[config.mk]
export PLATFORM = sky130hd
export DESIGN_NAME = lsu
export DESIGN_NICKNAME = d
export VERILOG_FILES = /design/src/rtl/lsu.sv
export SDC_FILE = /design/constraint.sdc
export NUM_CORES = 1
export LEC_CHECK = 0
export BUFFER_PORTS_ARGS = -buffer_cell sky130_fd_sc_hd__buf_4
export CAP_MARGIN = 20
export CORE_AREA = 3 3 184 186
export DETAILED_ROUTE_END_ITERATION = 10
export DIE_AREA = 0 0 187 189
export GPL_TIMING_DRIVEN = 0
export MAX_ROUTING_LAYER = met4
export PLACE_DENSITY = 0.66
export SLEW_MARGIN = 10
export SYNTH_ARGS = -nofsm -noshare
export SYNTH_HDL_FRONTEND = slang
export SYNTH_SLANG_ARGS = --single-unit
[constraint.sdc]
create_clock -name clk -period 2.4 [get_ports clk]
set_clock_uncertainty 0.05 [all_clocks]
set_input_delay 0.12 -clock clk [delete_from_list [all_inputs] [get_ports clk]]
set_output_delay 0.12 -clock clk [all_outputs]
set_load 0.02 [all_outputs]
[src/rtl/lsu.sv]
// +--------------------------------------------------------------------------+
// | Module      : lsu                                                        |
// | Description : Load/store unit between EXU and the doubleword memory port.|
// |               One request in flight; IDLE -> ACCESS -> RESP sequencing.  |
// |               Optional LSU_MISALIGN_CHECK_EN enables misalign detection; |
// |               otherwise addresses are forced to natural alignment.       |
// | Revision    : 1.0  initial release                                       |
// +--------------------------------------------------------------------------+
`default_nettype none

module lsu (
   input  logic        clk,
   input  logic        rst,
   input  logic        req_valid,
   output logic        req_ready,
   input  logic        req_wen,
   input  logic [63:0] req_addr,
   input  logic [63:0] req_wdata,
   input  logic [1:0]  req_size,
   input  logic        req_unsigned,
   output logic        resp_valid,
   input  logic        resp_ready,
   output logic [63:0] resp_rdata,
   output logic        resp_misalign,
   output logic [63:0] mem_raddr,
   output logic [63:0] mem_waddr,
   output logic        mem_read,
   output logic        mem_write,
   output logic [63:0] mem_wdata,
   output logic [7:0]  mem_wmask,
   input  logic [63:0] mem_rdata
);

   localparam logic [1:0] ST_IDLE   = 2'd0;
   localparam logic [1:0] ST_ACCESS = 2'd1;
   localparam logic [1:0] ST_RESP   = 2'd2;

   logic [1:0]  r_state;
   logic [1:0]  w_state_next;

   logic        r_wen;
   logic [63:0] r_addr;
   logic [63:0] r_wdata;
   logic [1:0]  r_size;
   logic        r_unsigned;
   logic        r_misalign;
   logic [63:0] r_rdata;

   logic        w_accept;
   logic [2:0]  w_low_mask;
   logic        w_misalign;
   logic [63:0] w_addr_in;
   logic [2:0]  w_off;
   logic [63:0] w_shifted;
   logic [63:0] w_load_data;
   logic [7:0]  w_mask_base;

   // Address bits that must be zero for a naturally aligned access of req_size.
   always_comb begin
      w_low_mask = 3'b000;
      case (req_size)
         2'd0:    w_low_mask = 3'b000;
         2'd1:    w_low_mask = 3'b001;
         2'd2:    w_low_mask = 3'b011;
         default: w_low_mask = 3'b111;
      endcase
   end

`ifdef LSU_MISALIGN_CHECK_EN
   assign w_misalign = |(req_addr[2:0] & w_low_mask);
   assign w_addr_in  = req_addr;
`else
   assign w_misalign = 1'b0;
   assign w_addr_in  = {req_addr[63:3], req_addr[2:0] & ~w_low_mask};
`endif

   assign w_accept = req_ready && req_valid;

   // ---------------- state register ----------------
   always_ff @(posedge clk) begin
      if (rst) begin
         r_state <= ST_IDLE;
      end else begin
         r_state <= w_state_next;
      end
   end

   // ---------------- next-state logic ----------------
   always_comb begin
      w_state_next = r_state;
      case (r_state)
         ST_IDLE: begin
            if (req_valid) begin
               w_state_next = w_misalign ? ST_RESP : ST_ACCESS;
            end
         end
         ST_ACCESS: w_state_next = ST_RESP;
         ST_RESP: begin
            if (resp_ready) begin
               w_state_next = ST_IDLE;
            end
         end
         default: w_state_next = ST_IDLE;
      endcase
   end

   // ---------------- output logic ----------------
   // Strobes are gated by rst so no access can leak out while reset is high.
   always_comb begin
      req_ready  = 1'b0;
      resp_valid = 1'b0;
      mem_read   = 1'b0;
      mem_write  = 1'b0;
      case (r_state)
         ST_IDLE:   req_ready  = !rst;
         ST_ACCESS: begin
            mem_read  = !rst && !r_wen;
            mem_write = !rst &&  r_wen;
         end
         ST_RESP:   resp_valid = 1'b1;
         default:   req_ready  = 1'b0;
      endcase
   end

   // ---------------- datapath ----------------
   assign w_off     = r_addr[2:0];
   assign w_shifted = mem_rdata >> {w_off, 3'b000};

   always_comb begin
      w_load_data = w_shifted;
      case (r_size)
         2'd0:    w_load_data = {{56{!r_unsigned && w_shifted[7]}},  w_shifted[7:0]};
         2'd1:    w_load_data = {{48{!r_unsigned && w_shifted[15]}}, w_shifted[15:0]};
         2'd2:    w_load_data = {{32{!r_unsigned && w_shifted[31]}}, w_shifted[31:0]};
         default: w_load_data = w_shifted;
      endcase
   end

   always_comb begin
      w_mask_base = 8'h00;
      case (r_size)
         2'd0:    w_mask_base = 8'h01;
         2'd1:    w_mask_base = 8'h03;
         2'd2:    w_mask_base = 8'h0F;
         default: w_mask_base = 8'hFF;
      endcase
   end

   always_ff @(posedge clk) begin
      if (rst) begin
         r_wen      <= 1'b0;
         r_addr     <= 64'd0;
         r_wdata    <= 64'd0;
         r_size     <= 2'd0;
         r_unsigned <= 1'b0;
         r_misalign <= 1'b0;
         r_rdata    <= 64'd0;
      end else if (w_accept) begin
         r_wen      <= req_wen;
         r_addr     <= w_addr_in;
         r_wdata    <= req_wdata;
         r_size     <= req_size;
         r_unsigned <= req_unsigned;
         r_misalign <= w_misalign;
         r_rdata    <= 64'd0;
      end else if (r_state == ST_ACCESS) begin
         r_rdata    <= r_wen ? 64'd0 : w_load_data;
      end
   end

   assign mem_raddr     = {r_addr[63:3], 3'b000};
   assign mem_waddr     = {r_addr[63:3], 3'b000};
   assign mem_wdata     = r_wdata << {w_off, 3'b000};
   assign mem_wmask     = mem_write ? (w_mask_base << w_off) : 8'h00;
   assign resp_rdata    = r_rdata;
   assign resp_misalign = r_misalign;

endmodule

`default_nettype wire

==> results of run 1 <==
==> power groups by stage <==
stage / logic, mW / clock network, mW / registers, mW
floorplan: 1.20 / 0 / 3.66
global placement: 2.21 / 0 / 3.66
detailed placement: 2.22 / 0 / 3.66
CTS: 2.50 / 3.04 / 3.59
global route: 2.74 / 3.16 / 3.62
finish: 2.58 / 3.01 / 3.60
==> cell usage in the layout (no fill, tap or decap), types with 8 or more instances in the layout <==
master,Yosys,layout
a211oi_1,32,20
a211oi_2,1,8
a21oi_1,188,176
a21oi_2,0,12
and2_1,17,17
buf_12,0,17
buf_2,44,15
buf_4,135,604
buf_6,8,20
buf_8,1,8
clkbuf_1,64,51
clkbuf_16,0,19
dfxtp_1,198,195
dlygate4sd3_1,0,134
mux2_2,31,31
mux2i_1,104,87
mux2i_2,0,9
mux2i_4,0,8
mux4_2,12,12
nand2_1,343,343
nand3_1,9,9
nor2_1,109,104
nor2b_1,15,14
nor3_1,10,9
o211ai_1,11,11
o21ai_0,61,42
o21ai_1,0,12
o21ai_2,25,32
o22ai_1,20,12
o22ai_2,1,8
==> worst min-delay path by stage <==
| stage | from | end | cells after the start |
|---|---|---|---|
| 3_3_place_gp | req_wen | r_wen | 3 |
| 3_5_place_dp | req_wen | r_wen | 3 |
| 6_report | mem_rdata[63] | resp_rdata[63] | 3 |
| 2_1_floorplan | req_wen | r_wen | 2 |
| 5_1_grt | mem_rdata[63] | resp_rdata[63] | 3 |
| 4_1_cts | mem_rdata[63] | resp_rdata[63] | 3 |
==> layout make-up <==
cell class              count  area, µm²  share of cell area (%)
multi-input cells        1079       6793                   35.94
repair buffers            612       4992                   26.42
flip-flops and latches    198       3970                   21.01
plain buffers             247       1948                   10.31
well taps                 442      553.0                   2.926
clock buffers              18      429.2                   2.271
clock inverters            14      177.7                  0.9401
inverters                   6      26.28                  0.1390
diodes                      4      10.01                 0.05296
==> Yosys cell counts (all sizes together), types with 12 or more instances <==
library cell    n  share of area [%]
a211oi         34                2.3
a21oi         188                7.9
and2           17               0.89
buf           191                 11
clkbuf         64                2.0
dfxtp         198                 33
mux2           32                3.0
mux2i         104                8.7
mux4           12                2.3
nand2         343                 11
nor2          109                3.4
nor2b          15               0.79
o21ai          86                4.4
o22ai          21                1.2
o31ai          13                1.1
==> stage by stage <==
step	total power [mW]	util (%)	area, µm²	hold WS, ps
finish	9.199	58.24	18900	18.97
global route	9.518	58.24	18900	19.83
CTS	9.136	57.21	18570	1.376
detailed placement	5.883	49.21	15970	287.6
global placement	5.869	49.21	15970	275.3
floorplan	4.855	-	11960	178.6
==> routing by layer <==
metal / track usage [%] / up-vias / share of wire [%]
met3: 5.092 / 115 / 6.2
met5: - / - / 0
li1: - / 6404 / -
met1: 36.92 / 6659 / 40
met4: 12.47 / 0 / 4.3
met2: 55.22 / 645 / 50
==> sequential cells by signal, indices dropped and copies added (netlist names) <==
| register | count |
|---|---|
| r_addr | 64 |
| r_wdata | 64 |
| resp_rdata | 64 |
| r_size | 2 |
| r_state | 2 |
| r_unsigned | 1 |
| r_wen | 1 |
==> what timing repair did <==
action | in CTS | in global routing
resized for setup | 186 | 53
hold buffers | 134 | 0
buffers inserted | 8 | 7
cloned | 0 | 2
pin swaps | 6 | 7
setup endpoints to repair | 77 | 88
endpoints found under the hold margin | 134 | 0
==> cell families after synthesis <==
kind of cell	Yosys count	share of synthesized area [%]
other	1	0.03143
AOI/OAI and AO/OA	398	20.96
muxes	148	14.01
DFF	198	33.22
buffers and inverters	261	13.52
and+or+nand+nor	526	18.27
==> worst max-delay path: stages, from the launching register on <==
cell and delay [ps]:
dfxtp_2 320, buf_6 130, buf_12 130, buf_12 130, buf_12 150, buf_12 140
buf_12 140, nor2_1 110, a21oi_1 50, o22ai_1 250, buf_4 210
==> flow_summary.yaml, run 1 <==
detailed_routing:
  antenna_left: 0
  wirelength_mm: 57.34
  via_per_inst: 5.276
  drc: 0
  wl_per_cell_um: 21.88
  vias: 13820
  dr.pass1.iters: 5
  drt_iter0_markers: 1126
hold_path:
  min_path_type: "input pin to flip-flop"
cts:
  cts.sinks: 198
  clk-insertion-delay-late_ps: 440
  htree_levels: 4
  path_clk_slew_ps: 80
  cts_made_buffers: 17
  cts_buffer_depth: 2
  cts_tree: "yes"
  cts_root_buf: "clkbuf_16"
timing:
  setup_ws_ps: 2.027
  fmax_mhz: 417.0
  tightest_slew_ps: 808.5
  period_share_pct: 99.92
  finalSetupTns_ps: 0
  min_period_ps: 2398
  finalSetupViolCount: 0
  slew_headroom_pct: 45.90
  hold_viol: 0
  drv_slew: 0
setup_path:
  endpoint_kind: "output port"
  cp-start-kind: "flip-flop"
  rrSetupSlack_ps: 140
  endpoint: "mem_wdata[38]"
  reg2reg_depth: 8
  crit_required_ps: 2230
  worstPathArrival_ps: 2230
  r2r_start: "r_addr[0]"
  crit_start: "r_addr[0]"
  reg2reg_to: "resp_rdata[12]"
  worst-path-max-fanout: 11
  critPathKind: "flip-flop to output port"
pwr:
  switching_power_mw: 3.131
  vdd_drop_max_mv: 0.4975
  power_frac_clock_pct: 32.7
  p_leak_nw: 8.051
  power_frac_seq_pct: 39.2
  pwr-share-comb_pct: 28.1
  p_int_mw: 6.067
  swShare_pct: 34.04
  p_per_area_nw_per_um2: 486.7
global_routing:
  antenna_found_initial: 4
  overflow: 0
  grt_max_degree: 22
  grt_util_all_layers_pct: 31.79
  grt_pass1_wl_mm: 84.66
  grt_pass1_vias: 13970
synth:
  synth_ff_type: "dfxtp_1"
  synth_cells: 1532
  yosysWarnings: 0
  synth_edf_count: 0
  avgSynthCellArea_um2: 7.789
  yosysUniqueCellTypes: 57
  synthesis.area_um2: 11930
  yosys_register_bits: 198
  ys_seq_area_share_pct: 33.22
  ys_async_sr_fraction_pct: 0
final_layout:
  syn_to_final_growth_pct: 58.38
  nets: 2361
  layout-drive-gt1-share_pct: 39.65
  n_fill_cell: 3003
  final_cells: 2620
place:
  gp_congestion: 1.006
  dp_slack_ps: -352.6
  dp.cells: 2441
  dp_hpwl_mm: 44.43
  numPortBuffers: 461
floorplanning:
  core.rowCount: 66
  die-area_um2: 35340
  pin_count: 469
  start_util_pct: 36.77
  die_x_um: 187
  die_y_um: 189
  core-area_um2: 32450
job:
  max_cap_viol_count: 0
outcome:
  status: "finished, final reports clean"
Power figures use the tool's default switching activity.
==> run 2: changes to the inputs <==
Settings changed: RECOVER_POWER set to 50.
==> flow_summary.yaml, run 2 (synthesized netlist as in run 1, its figures left out) <==
timing:
  tightest_slew_ps: 811.4
  slew_headroom_pct: 45.90
  setup_ws_ps: 12.33
  period_share_pct: 99.49
  fmax_mhz: 418.8
  drv_slew: 0
  min_period_ps: 2388
  hold_viol: 0
  finalSetupViolCount: 0
  finalSetupTns_ps: 0
final_layout:
  n_fill_cell: 3144
  final_cells: 2620
  layout_common_cells: "buf_4 (414), nand2_1 (343), dfxtp_1 (195), clkbuf_1 (178), a21oi_1 (176)"
  layout.area.seq_um2: 3970
  syn_to_final_growth_pct: 54.37
  layout-drive-gt1-share_pct: 33.72
  layout_commonest_cell: "buf_4"
  multi_input_area_um2: 6793
  nets: 2361
detailed_routing:
  drc: 0
  wl_per_cell_um: 21.89
  drt_iter0_markers: 1058
  via_per_inst: 5.284
  antenna_left: 0
  vias: 13850
  dr.pass1.iters: 5
  wirelength_mm: 57.36
cts:
  htree_levels: 4
  clk-insertion-delay-late_ps: 450
  cts.sinks: 198
  cts_made_buffers: 17
  cts_root_buf: "clkbuf_16"
  cts_tree: "yes"
  cts_buffer_depth: 2
  path_clk_slew_ps: 80
pwr:
  p_per_area_nw_per_um2: 495.2
  p_leak_nw: 7.487
  finalPower_mw: 9.121
  vdd_drop_max_mv: 0.5078
outcome:
  status: "finished, final reports clean"
global_routing:
  overflow: 0
  antenna_found_initial: 4
  grt_util_all_layers_pct: 31.79
  grt_pass1_wl_mm: 84.66
  grt_pass1_vias: 13970
  grt_max_degree: 22
floorplanning:
  start_util_pct: 36.77
  die_x_um: 187
  core.rowCount: 66
  pin_count: 469
  core-area_um2: 32450
  die-area_um2: 35340
  die_y_um: 189
setup_path:
  cp-start-kind: "flip-flop"
  endpoint_kind: "output port"
  crit_chain: "buf_6 > buf_12 > buf_12 > buf_12 > buf_12 > buf_12 > nor2_1 > a21oi_1 > o22ai_1 > buf_4"
  cp_common_cell: "buf_12"
  crit_required_ps: 2230
  max_stage_delay_ps: 320
  critPathKind: "flip-flop to output port"
  worstPathArrival_ps: 2220
  cp_slowest_cell: "dfxtp_2"
  worst-path-max-fanout: 11
place:
  numPortBuffers: 461
  dp_hpwl_mm: 44.43
  gp_congestion: 1.006
  dp_slack_ps: -352.6
  dp.cells: 2441
job:
  max_cap_viol_count: 0
hold_path:
  min_path_type: "input pin to flip-flop"
run 2: metal layers:
metal  global-route usage [%]  wire length [µm]
met3                    5.092              3695
met5                        -                 0
met2                    55.22             28360
met1                    36.92             22820
met4                    12.47              2488
run 2: area by class of cell:
cell class                 instances  area share [%]
buffer                           247           10.54
sequential                       198           21.55
timing repair buffer             612           24.54
antenna                            4         0.05434
clock buffer                      18           2.330
clock inverter                    14          0.9645
inverter                           6          0.1426
tap                              442           3.002
multi-input combinational       1079           36.88
run 2: repair_timing:
item | in CTS | in global routing
hold buffers | 134 | 0
gates cloned | 0 | 2
setup endpoints to repair | 77 | 88
resized for setup | 186 | 53
buffers inserted | 8 | 7
hold endpoints to repair | 134 | 0
pin swaps | 6 | 7
run 2: where the power goes:
| part | switching, mW | internal, mW | leakage, nW |
|---|---|---|---|
| combinational | 1.37 | 1.13 | 5.58 |
| clock | 1.60 | 1.42 | 0.292 |
| sequential | 0.167 | 3.44 | 1.61 |
| total | 3.14 | 5.98 | 7.49 |
run 2: path summary, 6_finish.rpt:
kind | from | endpoint | slack (ps) | cells after the start
worst max-delay path | r_addr[0] | mem_wdata[38] | 10 | 10
worst min-delay path | mem_rdata[63] | resp_rdata[63] | 20 | 3
worst max register to register | r_addr[0] | resp_rdata[3] | 140 | 9
worst min register to register | resp_rdata[54] | resp_rdata[54] | 410 | 2
run 2: critical path, delay by kind of cell, from the launching register on:
family / cells / cell delay [ps]
AOI/OAI and AO/OA: 2 / 290
and+or+nand+nor: 1 / 110
buffers and inverters: 7 / 1010
DFF: 1 / 320
run 2: per-stage QoR:
step,instance area [µm²],utilization (%),hold WS (ps)
after floorplan,11960,-,178.6
after global placement,15970,49.21,275.3
after detailed placement,15970,49.21,287.6
after CTS,18570,57.21,1.376
after global routing,18420,56.76,19.83
final,18420,56.76,18.25
